--- src/rtl/snn_pkg.sv ---
// Shared types and helpers for the spiking-network blocks (synapse, lif neuron).
// Holds the synapse state encoding, current width and the saturating adder.
package snn_pkg;

   typedef enum logic [0:0] {IDLE = 1'b0, ACTIVE = 1'b1} syn_state_t;

   localparam int              ISYN_W   = 8;
   localparam logic [ISYN_W-1:0] ISYN_MAX = 8'hFF;

   // One extra bit catches the carry so the result clamps instead of wrapping.
   function automatic logic [ISYN_W-1:0] sat_add(input logic [ISYN_W-1:0] a,
                                                 input logic [ISYN_W-1:0] b);
      logic [ISYN_W:0] sum;
      sum = {1'b0, a} + {1'b0, b};
      return sum[ISYN_W] ? ISYN_MAX : sum[ISYN_W-1:0];
   endfunction

endpackage

--- src/rtl/spike_delay_line.sv ---
// Axonal delay: DEPTH-stage shift register, output is the oldest stage.
// Used by spike_synapse only when SYN_DELAY_EN is defined.
module spike_delay_line #(
   parameter int DEPTH = 3
) (
   input  logic clk,
   input  logic rst_n,
   input  logic d,
   output logic q
);

   logic [DEPTH-1:0] stage_p;

   always_ff @(posedge clk) begin
      if (rst_n) begin
         stage_p <= '0;
      end else begin
         stage_p <= (stage_p << 1) | DEPTH'(d);
      end
   end

   assign q = stage_p[DEPTH-1];

endmodule

--- src/rtl/spike_synapse.sv ---
// Spike-to-current synapse: weighted spike accumulation with exponential decay.
// Optional axonal delay on spike_in when the SYN_DELAY_EN macro is defined.
module spike_synapse
   import snn_pkg::*;
#(
   parameter logic [7:0] WEIGHT_INIT = 8'd16,
   parameter int         TAU         = 2,
   parameter int         DECAY_DIV   = 4,
   parameter int         DELAY       = 3
) (
   input  logic       clk,
   input  logic       rst_n,
   input  logic       spike_in,
   input  logic [7:0] w_data,
   input  logic       w_valid,
   output logic       w_ready,
   output logic [7:0] Isyn,
   output logic       active,
   output logic [7:0] spike_cnt
);

   localparam int             PW         = (DECAY_DIV > 1) ? $clog2(DECAY_DIV) : 1;
   localparam logic [PW-1:0]  PRESC_LAST = PW'(DECAY_DIV - 1);
   localparam logic [0:0]     ST_IDLE    = IDLE;
   localparam logic [0:0]     ST_ACTIVE  = ACTIVE;

   logic [0:0]        state, state_nxt;
   logic [PW-1:0]     presc, presc_nxt;
   logic [7:0]        weight;
   logic              spike_eff;
   logic              tick;
   logic              add_en;
   logic [ISYN_W-1:0] isyn_dec, isyn_nxt;

   // Minimum step of 1 once the shifted value underflows, so decay always ends at 0.
   function automatic logic [ISYN_W-1:0] decay_step(input logic [ISYN_W-1:0] cur);
      logic [ISYN_W-1:0] d;
      d = cur >> TAU;
      if (d != '0) return d;
      return {{(ISYN_W-1){1'b0}}, (cur != '0)};
   endfunction

`ifdef SYN_DELAY_EN
   spike_delay_line #(
      .DEPTH (DELAY)
   ) u_delay (
      .clk   (clk),
      .rst_n (rst_n),
      .d     (spike_in),
      .q     (spike_eff)
   );
`else
   logic unused_delay_cfg;
   assign unused_delay_cfg = (DELAY >= 1);
   assign spike_eff        = spike_in;
`endif

   assign active = (state == ST_ACTIVE);
   assign tick   = active && (presc == PRESC_LAST);
   assign add_en = spike_eff && (weight != 8'd0);

   always_comb begin
      isyn_dec  = tick ? (Isyn - decay_step(Isyn)) : Isyn;
      isyn_nxt  = add_en ? sat_add(isyn_dec, weight) : isyn_dec;
      state_nxt = state;
      case (state)
         ST_IDLE:   if (add_en) state_nxt = ST_ACTIVE;
         default:   if (isyn_nxt == '0) state_nxt = ST_IDLE;
      endcase
      // Counting only continues while staying in ACTIVE; entry starts from 0.
      presc_nxt = '0;
      if (state == ST_ACTIVE && state_nxt == ST_ACTIVE) begin
         presc_nxt = tick ? '0 : presc + 1'b1;
      end
   end

   always_ff @(posedge clk) begin
      if (rst_n) begin
         state     <= ST_IDLE;
         presc     <= '0;
         Isyn      <= '0;
         spike_cnt <= '0;
         weight    <= WEIGHT_INIT;
         w_ready   <= 1'b1;
      end else begin
         state     <= state_nxt;
         presc     <= presc_nxt;
         Isyn      <= isyn_nxt;
         if (spike_eff) spike_cnt <= spike_cnt + 8'd1;
         // Accept holds w_ready low for exactly one cycle.
         if (w_valid && w_ready) begin
            weight  <= w_data;
            w_ready <= 1'b0;
         end else begin
            w_ready <= 1'b1;
         end
      end
   end

endmodule

--- config.mk ---
export PLATFORM = sky130hd
export DESIGN_NAME = spike_synapse
export DESIGN_NICKNAME = d
export VERILOG_FILES = /design/src/rtl/snn_pkg.sv /design/src/rtl/spike_delay_line.sv /design/src/rtl/spike_synapse.sv
export SDC_FILE = /design/constraint.sdc
export NUM_CORES = 1
export LEC_CHECK = 0
export CORE_MARGIN = 5
export CORE_UTILIZATION = 40
export CTS_CLUSTER_DIAMETER = 120
export DETAILED_ROUTE_END_ITERATION = 10
export GPL_ROUTABILITY_DRIVEN = 0
export GPL_TIMING_DRIVEN = 0
export PLACE_DENSITY = 0.61
export SLEW_MARGIN = 20
export SYNTH_ARGS = -nofsm -noshare
export SYNTH_HDL_FRONTEND = slang
export SYNTH_HIERARCHICAL = 1
export SYNTH_SLANG_ARGS = --single-unit
--- constraint.sdc ---
create_clock -name clk -period 5.27 [get_ports clk]
set_input_delay 1.581 -clock clk [delete_from_list [all_inputs] [get_ports clk]]
set_output_delay 1.581 -clock clk [all_outputs]
set_load 0.1 [all_outputs]
# Word level (Yosys, flattened, before mapping)
# Cells that the tools add are included.
# classes
addsub,4
eq_ne,1
n_mux,10
bitwise,1
n_reduce_logical,9
# op_table
cell,n
$mux W8,5
$reduce_bool A8 Y1,3
$add A8 B8 Y9,1
$add A8 B1 Y8 const B,1
$logic_not A8 Y1,1
$sub A8 B8 Y8,1
$mux W1,5
$logic_and A1 B1 Y1,4
$reduce_or A3 Y1,1
$add A2 B1 Y2 const B,1
$eq A2 B2 Y1 const B,1
$not A1 Y1,1
# totals
reg_bits,28
out_inout_bits,18

# Logic depth before layout (Yosys ltp)
# Gate-level depths: netlist of run 1.
# logic_depth
ltp_word,14
mapped_depth,18
ltp_nobuf,18

# Worst setup path after synthesis of run 1
# OpenSTA, ideal clock, no wires.
# synth_path
path_type,flip-flop to flip-flop
startpoint,register Isyn[1]
endpoint,"register state, in the netlist active"
setup_ns,0.174
t_arrival_ns,4.340
path_slack_ns,0.755
path_stages_with_launch,19
path_buffers,0
period_less_slack_ns,4.515
cell_sequence,dfxtp_1 nor2_1 nor3_1 a41o_1 ha_1 inv_1 fa_1 a211oi_1 o21bai_1 a211oi_2 xnor2_1 ha_1 nand2_1 a2bb2oi_1 nand3b_1 nor4_1 a21oi_1 nor4_2 a211oi_1
# synth_between
elab_chain_cells,10
# synth_lines
item,line_no,text
from (decl),spike_synapse.sv:17,"output logic [7:0] Isyn,"
from (signal assigned),spike_synapse.sv:88,Isyn <= isyn_nxt;
$reduce_bool A8 Y1,spike_synapse.sv:40,"return {{(ISYN_W-1){1'b0}}, (cur != '0)};"
$mux W8,spike_synapse.sv:40,
$sub A8 B8 Y8,spike_synapse.sv:63,isyn_dec = tick ? (Isyn - decay_step(Isyn)) : Isyn;
$mux W8 *,spike_synapse.sv:63,
$add A8 B8 Y9,snn_pkg.sv:14,"sum = {1'b0, a} + {1'b0, b};"
$mux W8,snn_pkg.sv:15,return sum[ISYN_W] ? ISYN_MAX : sum[ISYN_W-1:0];
$mux W8 *,spike_synapse.sv:64,"isyn_nxt = add_en ? sat_add(isyn_dec, weight) : isyn_dec;"
$logic_not A8 Y1 *,spike_synapse.sv:68,default: if (isyn_nxt == '0) state_nxt = ST_IDLE;
$mux W1 *,spike_synapse.sv:68,
$mux W1 *,spike_synapse.sv:66,case (state)
to (signal assigned),spike_synapse.sv:86,state <= state_nxt;
to (decl),spike_synapse.sv:27,"logic [0:0] state, state_nxt;"
# Every way passes the cells marked *; elsewhere a longest branch is shown, timed or not.
# A chain may end at the register's enable or synchronous reset.

# Final worst setup path of run 1
# Ends and elaborated chain as after synthesis.

==> results of run 1 <==
==> flip-flops by register name, summed over array words and instances, names as in the netlist <==
name	count
weight	8
w_ready	1
Isyn	8
active	1
spike_cnt	8
presc	2
==> power breakdown <==
| group | leakage [nW] | switching [mW] | internal (mW) |
|---|---|---|---|
| clock network | 0.0357 | 0.0724 | 0.102 |
| registers | 0.230 | 0.0160 | 0.226 |
| logic | 0.651 | 0.182 | 0.101 |
| total | 0.917 | 0.271 | 0.428 |
==> final timing paths <==
kind              depth (start not counted)  startpoint        end
setup / recovery                         18     Isyn[1]     active
hold / removal                            2   weight[5]  weight[5]
setup reg to reg                         18     Isyn[1]     active
hold reg to reg                           2   weight[5]  weight[5]
==> routing by layer <==
| layer | wire length [um] | up-vias | GRT usage |
|---|---|---|---|
| met3 | 139 | 6 | 0.0193 |
| met5 | 0 | - | 0 |
| li1 | - | 893 | - |
| met2 | 2010 | 26 | 0.245 |
| met1 | 2100 | 785 | 0.191 |
| met4 | 32 | 0 | 0.0402 |
==> synthesized netlist by cell type (2+ instances only) <==
master and n:
o22ai_1 2, xor2_1 6, o211ai_1 2, ha_1 16
a21oi_1 13, nand3_1 3, nand2b_1 3, nor3_1 11
nand2_1 33, xnor2_1 6, a31oi_1 2, o31a_1 3
nor4_2 3, o31ai_1 2, inv_1 10, nand3b_1 2
o21a_1 3, clkbuf_1 6, nand4_1 3, dfxtp_1 28
fa_1 2, nor2_1 21, o21ai_0 8, nor4_1 4
a211oi_1 6, or3_1 2
==> critical path, cell delays in order, from the launching register on <==
cell       delay (ns)
dfxtp_1          0.43
nor2_1           0.09
nor3_1           0.13
a41o_1           0.21
ha_1             0.16
inv_1            0.05
fa_1             0.42
a211oi_1         0.35
o21bai_1         0.14
a211oi_2         0.30
xnor2_1          0.17
ha_1             0.30
nand2_1          0.10
a2bb2oi_1        0.21
nand4b_1         0.19
nor3_1           0.39
o32ai_2          0.16
nor4_2           0.33
a211oi_1         0.13
==> cell type report <==
class / instances / share of cell area
Inverter: 11 / 0.0179
Clock inverter: 1 / 0.0130
Tap cell: 54 / 0.0293
Buffer: 8 / 0.0152
Timing Repair Buffer: 27 / 0.117
Sequential cell: 28 / 0.243
Multi-Input combinational cell: 183 / 0.546
Clock buffer: 3 / 0.0179
==> cells by family after synthesis <==
logic type      Yosys count
compound gates           57
xor+xnor                 12
fa+ha+maj                18
buf+inv                  19
flops                    28
mux                       3
simple gates             93
==> impl_metrics.env, run 1 <==
export IMPL_arrival_ns=4.54
export IMPL_track_usage=0.144
export IMPL_avgSynthCellArea_um2=8.23
export IMPL_layout_cells_most_common_list="nand2_1 (33), dfxtp_1 (28), clkdlybuf4s50_1 (27)"
export IMPL_htree_num_levels=1
export IMPL_cts_made_buffers=3
export IMPL_finalNetCount=292
export IMPL_timing_final_ws_setup_ns=0.889
export IMPL_cts_sinks=28
export IMPL_post_cts_buffers=0
export IMPL_die_area_um2=6210
export IMPL_ant_nets=0
export IMPL_status="finished clean"
export IMPL_core_area_um2=4660
export IMPL_place_inst=311
export IMPL_peakVddDrop_uv=135
export IMPL_synth_top_area_frac=0.296
export IMPL_worst_path_max_fanout=5
export IMPL_dp_slack_ns=0.867
export IMPL_antenna_found_initial=0
export IMPL_finalCriticalPeriod_ns=4.38
export IMPL_dp_hpwl_um=3420
export IMPL_wl_per_cell_um=13.6
export IMPL_clock_latency_ns=0.28
export IMPL_grt_ovfl_total=0
export IMPL_min_path_type="reg2reg"
export IMPL_synth_edf_count=0
export IMPL_placed_area_um2=2230
export IMPL_rsz0062_at_grt="false"
export IMPL_via_per_inst=5.43
export IMPL_fp_dieH_um=78.8
export IMPL_diodes=0
export IMPL_synthSimpleGateAreaFrac=0.246
export IMPL_synth_top_family_by_area="simple AND/OR/NAND/NOR gates"
export IMPL_register_area_um2=561
export IMPL_firstDrtPassIters=4
export IMPL_grt_max_degree=17
export IMPL_portBuffers=27
export IMPL_hold_slack_ns=0.497
export IMPL_final_util=0.494
export IMPL_synth_mux_area_frac=0.0172
export IMPL_drt_total_wl_um=4290
export IMPL_synthArstFlopShare=0
export IMPL_relSlewSlack=0.347
export IMPL_rows=25
export IMPL_multi_input_area_um2=1260
export IMPL_synth_fa_ha_area_frac=0.127
export IMPL_yosysUniqueCellTypes=56
export IMPL_synth_largest_area_cell="dfxtp_1"
export IMPL_ctsRootBufferMaster="clkbuf_8"
export IMPL_layout_cells_non_filler=315
export IMPL_synthXorXnorAreaFrac=0.0555
export IMPL_crit_path_start_kind="flip-flop"
export IMPL_routed_via_count=1710
export IMPL_fillCellCount=455
export IMPL_yosysWarnings=6
export IMPL_worst_pin_slew_ns=0.977
export IMPL_synthCells=230
export IMPL_grt_pass1_vias=1605
export IMPL_finalSetupTns_ns=0
export IMPL_maxCapViolations=0
export IMPL_io_pins=30
export IMPL_first_iter_violations=47
export IMPL_syn_num_nets=260
export IMPL_ys_seq_elements=28
export IMPL_grt_pass1_wl_um=7310
export IMPL_max_freq_ghz=0.228
export IMPL_setup_worst_path_class="reg2reg"
export IMPL_synthToLayoutAreaGrowth_pct=21.6
export IMPL_p_total_mw=0.699
export IMPL_end_kind="flip-flop"
export IMPL_hold_buffers=0
export IMPL_setup_viol=0
export IMPL_crit_required_ns=5.43
export IMPL_yosysSeqAreaShare=0.296
export IMPL_power_density_nw_per_um2=304
export IMPL_synth_area_leaders="dfxtp_1 (30%), ha_1 (11%), nand2_1 (6.5%), nor2_1 (4.2%), a21oi_1 (3.4%)"
export IMPL_netlist_area_um2=1890
export IMPL_leakagePower_nw=0.917
export IMPL_synth_main_ff_cell="dfxtp_1"
export IMPL_die_w_um=78.8
export IMPL_clock_path_buffers=2
export IMPL_design_area_um2=2300
export IMPL_drcViolationCount=0
export IMPL_clk_pin_slew_worst_paths_ns=0.10
export IMPL_mostFrequentLayoutCell="nand2_1"
export IMPL_drive_gt1_frac=0.0575
export IMPL_tritoncts="yes"
export IMPL_synth_compound_area_frac=0.218
export IMPL_fin_crit_sh=0.831
export IMPL_hold_viol=0
export IMPL_reg2reg_setup_slack_ns=0.89
export IMPL_cts_resized=0
export IMPL_drv_slew=0
export IMPL_fin_worst_skew_ns=0.00178
export IMPL_start_util=0.406
(Power assumes the default switching activity.)
==> run 2: changes to the inputs <==
--- a/config.mk
+++ b/config.mk
@@ -11,7 +11,7 @@
 export DETAILED_ROUTE_END_ITERATION = 10
 export GPL_ROUTABILITY_DRIVEN = 0
 export GPL_TIMING_DRIVEN = 0
-export PLACE_DENSITY = 0.61
+export PLACE_DENSITY = 0.64
 export SLEW_MARGIN = 20
 export SYNTH_ARGS = -nofsm -noshare
 export SYNTH_HDL_FRONTEND = slang
==> constraint.sdc (replaced) <==
create_clock -name clk -period 3.5 [get_ports clk]
set_input_delay 1.05 -clock clk [delete_from_list [all_inputs] [get_ports clk]]
set_output_delay 1.05 -clock clk [all_outputs]
set_load 0.1 [all_outputs]
==> run 2 against run 1 <==
- the flow now finishes with violations (setup timing)
- via count rose by 3.7%
- register-to-register slack got worse by 1.2 ns
- die area did not move
- critical path type unchanged
- critical endpoint unchanged
==> impl_metrics.env, run 2 (same netlist as run 1, synthesis figures left out) <==
export IMPL_via_per_inst=5.38
export IMPL_hold_buffers=0
export IMPL_max_freq_ghz=0.265
export IMPL_power_density_nw_per_um2=442
export IMPL_die_w_um=78.8
export IMPL_design_area_um2=2580
export IMPL_setup_viol=4
export IMPL_cts_made_buffers=3
export IMPL_tritoncts="yes"
export IMPL_first_iter_violations=72
export IMPL_maxCapViolations=0
export IMPL_dp_slack_ns=-0.613
export IMPL_antenna_found_initial=0
export IMPL_hold_slack_ns=0.488
export IMPL_p_total_mw=1.14
export IMPL_p_sw_frac=0.391
export IMPL_io_pins=30
export IMPL_track_usage=0.153
export IMPL_clk_pin_slew_worst_paths_ns=0.10
export IMPL_drcViolationCount=0
export IMPL_finalSetupTns_ns=-0.780
export IMPL_clock_latency_ns=0.28
export IMPL_fp_dieH_um=78.8
export IMPL_start_util=0.406
export IMPL_grt_max_degree=17
export IMPL_min_path_type="reg2reg"
export IMPL_worst_path_max_fanout=6
export IMPL_rsz0062_at_grt="true"
export IMPL_dp_hpwl_um=3410
export IMPL_rows=25
export IMPL_ctsRootBufferMaster="clkbuf_8"
export IMPL_routed_via_count=1774
export IMPL_crit_path_start_kind="flip-flop"
export IMPL_drv_slew=0
export IMPL_hold_viol=0
export IMPL_clock_path_buffers=2
export IMPL_status="finished with violations"
export IMPL_final_util=0.553
export IMPL_ant_nets=0
export IMPL_placed_area_um2=2260
export IMPL_slowest_stage="nor4_4"
export IMPL_drt_total_wl_um=4700
export IMPL_cts_sinks=28
export IMPL_peakVddDrop_uv=189
export IMPL_firstDrtPassIters=4
export IMPL_place_inst=311
export IMPL_seq_power_share=0.321
export IMPL_end_kind="flip-flop"
export IMPL_leakagePower_nw=1.03
export IMPL_mostFrequentLayoutCell="nand2_1"
export IMPL_finalNetCount=307
export IMPL_layout_cells_most_common_list="nand2_1 (32), clkdlybuf4s50_1 (27), nor2_1 (20), dfxtp_1 (20), buf_4 (16)"
export IMPL_largestRegisters="Isyn: 8 flops, spike_cnt: 8 flops, weight: 8 flops"
export IMPL_grt_ovfl_total=0
export IMPL_arrival_ns=3.93
export IMPL_layout_cells_non_filler=330
export IMPL_portBuffers=27
export IMPL_combPwrFrac=0.452
export IMPL_relSlewSlack=0.349
export IMPL_grt_pass1_vias=1687
export IMPL_fillCellCount=434
export IMPL_worst_pin_slew_ns=0.974
export IMPL_timing_final_ws_setup_ns=-0.280
export IMPL_fin_worst_skew_ns=0.00559
export IMPL_htree_num_levels=1
export IMPL_p_switching_mw=0.445
export IMPL_grt_pass1_wl_um=7650
export IMPL_crit_required_ns=3.65
export IMPL_setup_worst_path_class="reg2reg"
export IMPL_fin_crit_sh=1.08
export IMPL_violations="setup timing"
export IMPL_finalCriticalPeriod_ns=3.78
export IMPL_diodes=0
export IMPL_die_area_um2=6210
export IMPL_drive_gt1_frac=0.210
export IMPL_wl_per_cell_um=14.2
export IMPL_synthToLayoutAreaGrowth_pct=36.2
export IMPL_slowest_delay_ns=0.40
export IMPL_power_internal_mw=0.693
export IMPL_core_area_um2=4660
export IMPL_p_clk_frac=0.227
export IMPL_path_cells="nor3_2, a41o_1, ha_2, inv_2, fa_2, buf_4, a21o_1, a211oi_2, o31ai_4, ha_4, buf_4, nand2_1, a211o_1, nand3b_1, nor2_2, a31oi_2, nor4_4, a211oi_2"
## run 2: cell count changes in the layout (fill, tap and decap cells not counted), moves of 2 or more
cell | before | now
buf_4 | 1 | 16
dfxtp_2 | 0 | 4
ha_1 | 16 | 14
nor3_2 | 0 | 3
nor3_1 | 11 | 8
a211oi_1 | 6 | 3
dfxtp_4 | 0 | 4
a211oi_2 | 1 | 4
dfxtp_1 | 28 | 20
o31ai_4 | 0 | 2
o31ai_1 | 2 | 0
## run 2: critical path, delay by kind of cell (launching register included)
family / cells / cell delay, ns
AOI/OAI and AO/OA: 7 / 1.17
and+or+nand+nor: 5 / 1.03
adders and majority gates: 3 / 0.77
DFF: 1 / 0.36
buffers and inverters: 3 / 0.32
## run 2: power groups by stage
stage          Combinational, mW  Sequential, mW  Clock [mW]
6_report                   0.515           0.365       0.258
5_1_grt                    0.556           0.369       0.276
4_1_cts                    0.482           0.365       0.261
3_5_place_dp               0.429           0.375           0
3_3_place_gp               0.426           0.374           0
2_1_floorplan              0.236           0.475           0
## run 2: layout make-up
cell class	count	area, um^2	area share
inverters	11	41.3	0.0160
flip-flops and latches	28	581	0.225
repair buffers	42	383	0.149
well taps	54	67.6	0.0262
plain buffers	8	35.0	0.0136
clock inverters	1	30.0	0.0117
clock buffers	3	41.3	0.0160
multi-input cells	183	1400	0.543
## run 2: routing by layer
layer | part of all wire | routed length, um | global-route usage
met3 | 0.033 | 153 | 0.0193
met4 | 0.0098 | 46 | 0.0490
met1 | 0.47 | 2210 | 0.192
met5 | 0 | 0 | 0
met2 | 0.49 | 2290 | 0.269
## run 2: worst paths after layout
path / startpoint / end / slack [ns] / depth (start not counted)
hold / removal: spike_cnt[7] / spike_cnt[7] / 0.49 / 2
hold reg to reg: spike_cnt[7] / spike_cnt[7] / 0.49 / 2
setup / recovery: Isyn[3] / active / -0.28 / 18
setup reg to reg: Isyn[3] / active / -0.28 / 18
## run 2: repair_timing
| item | in CTS | in global routing |
|---|---|---|
| gates resized for setup | 15 | 9 |
| setup buffers | 11 | 4 |
| setup endpoints to repair | 5 | 10 |
| pin swaps | 20 | 20 |
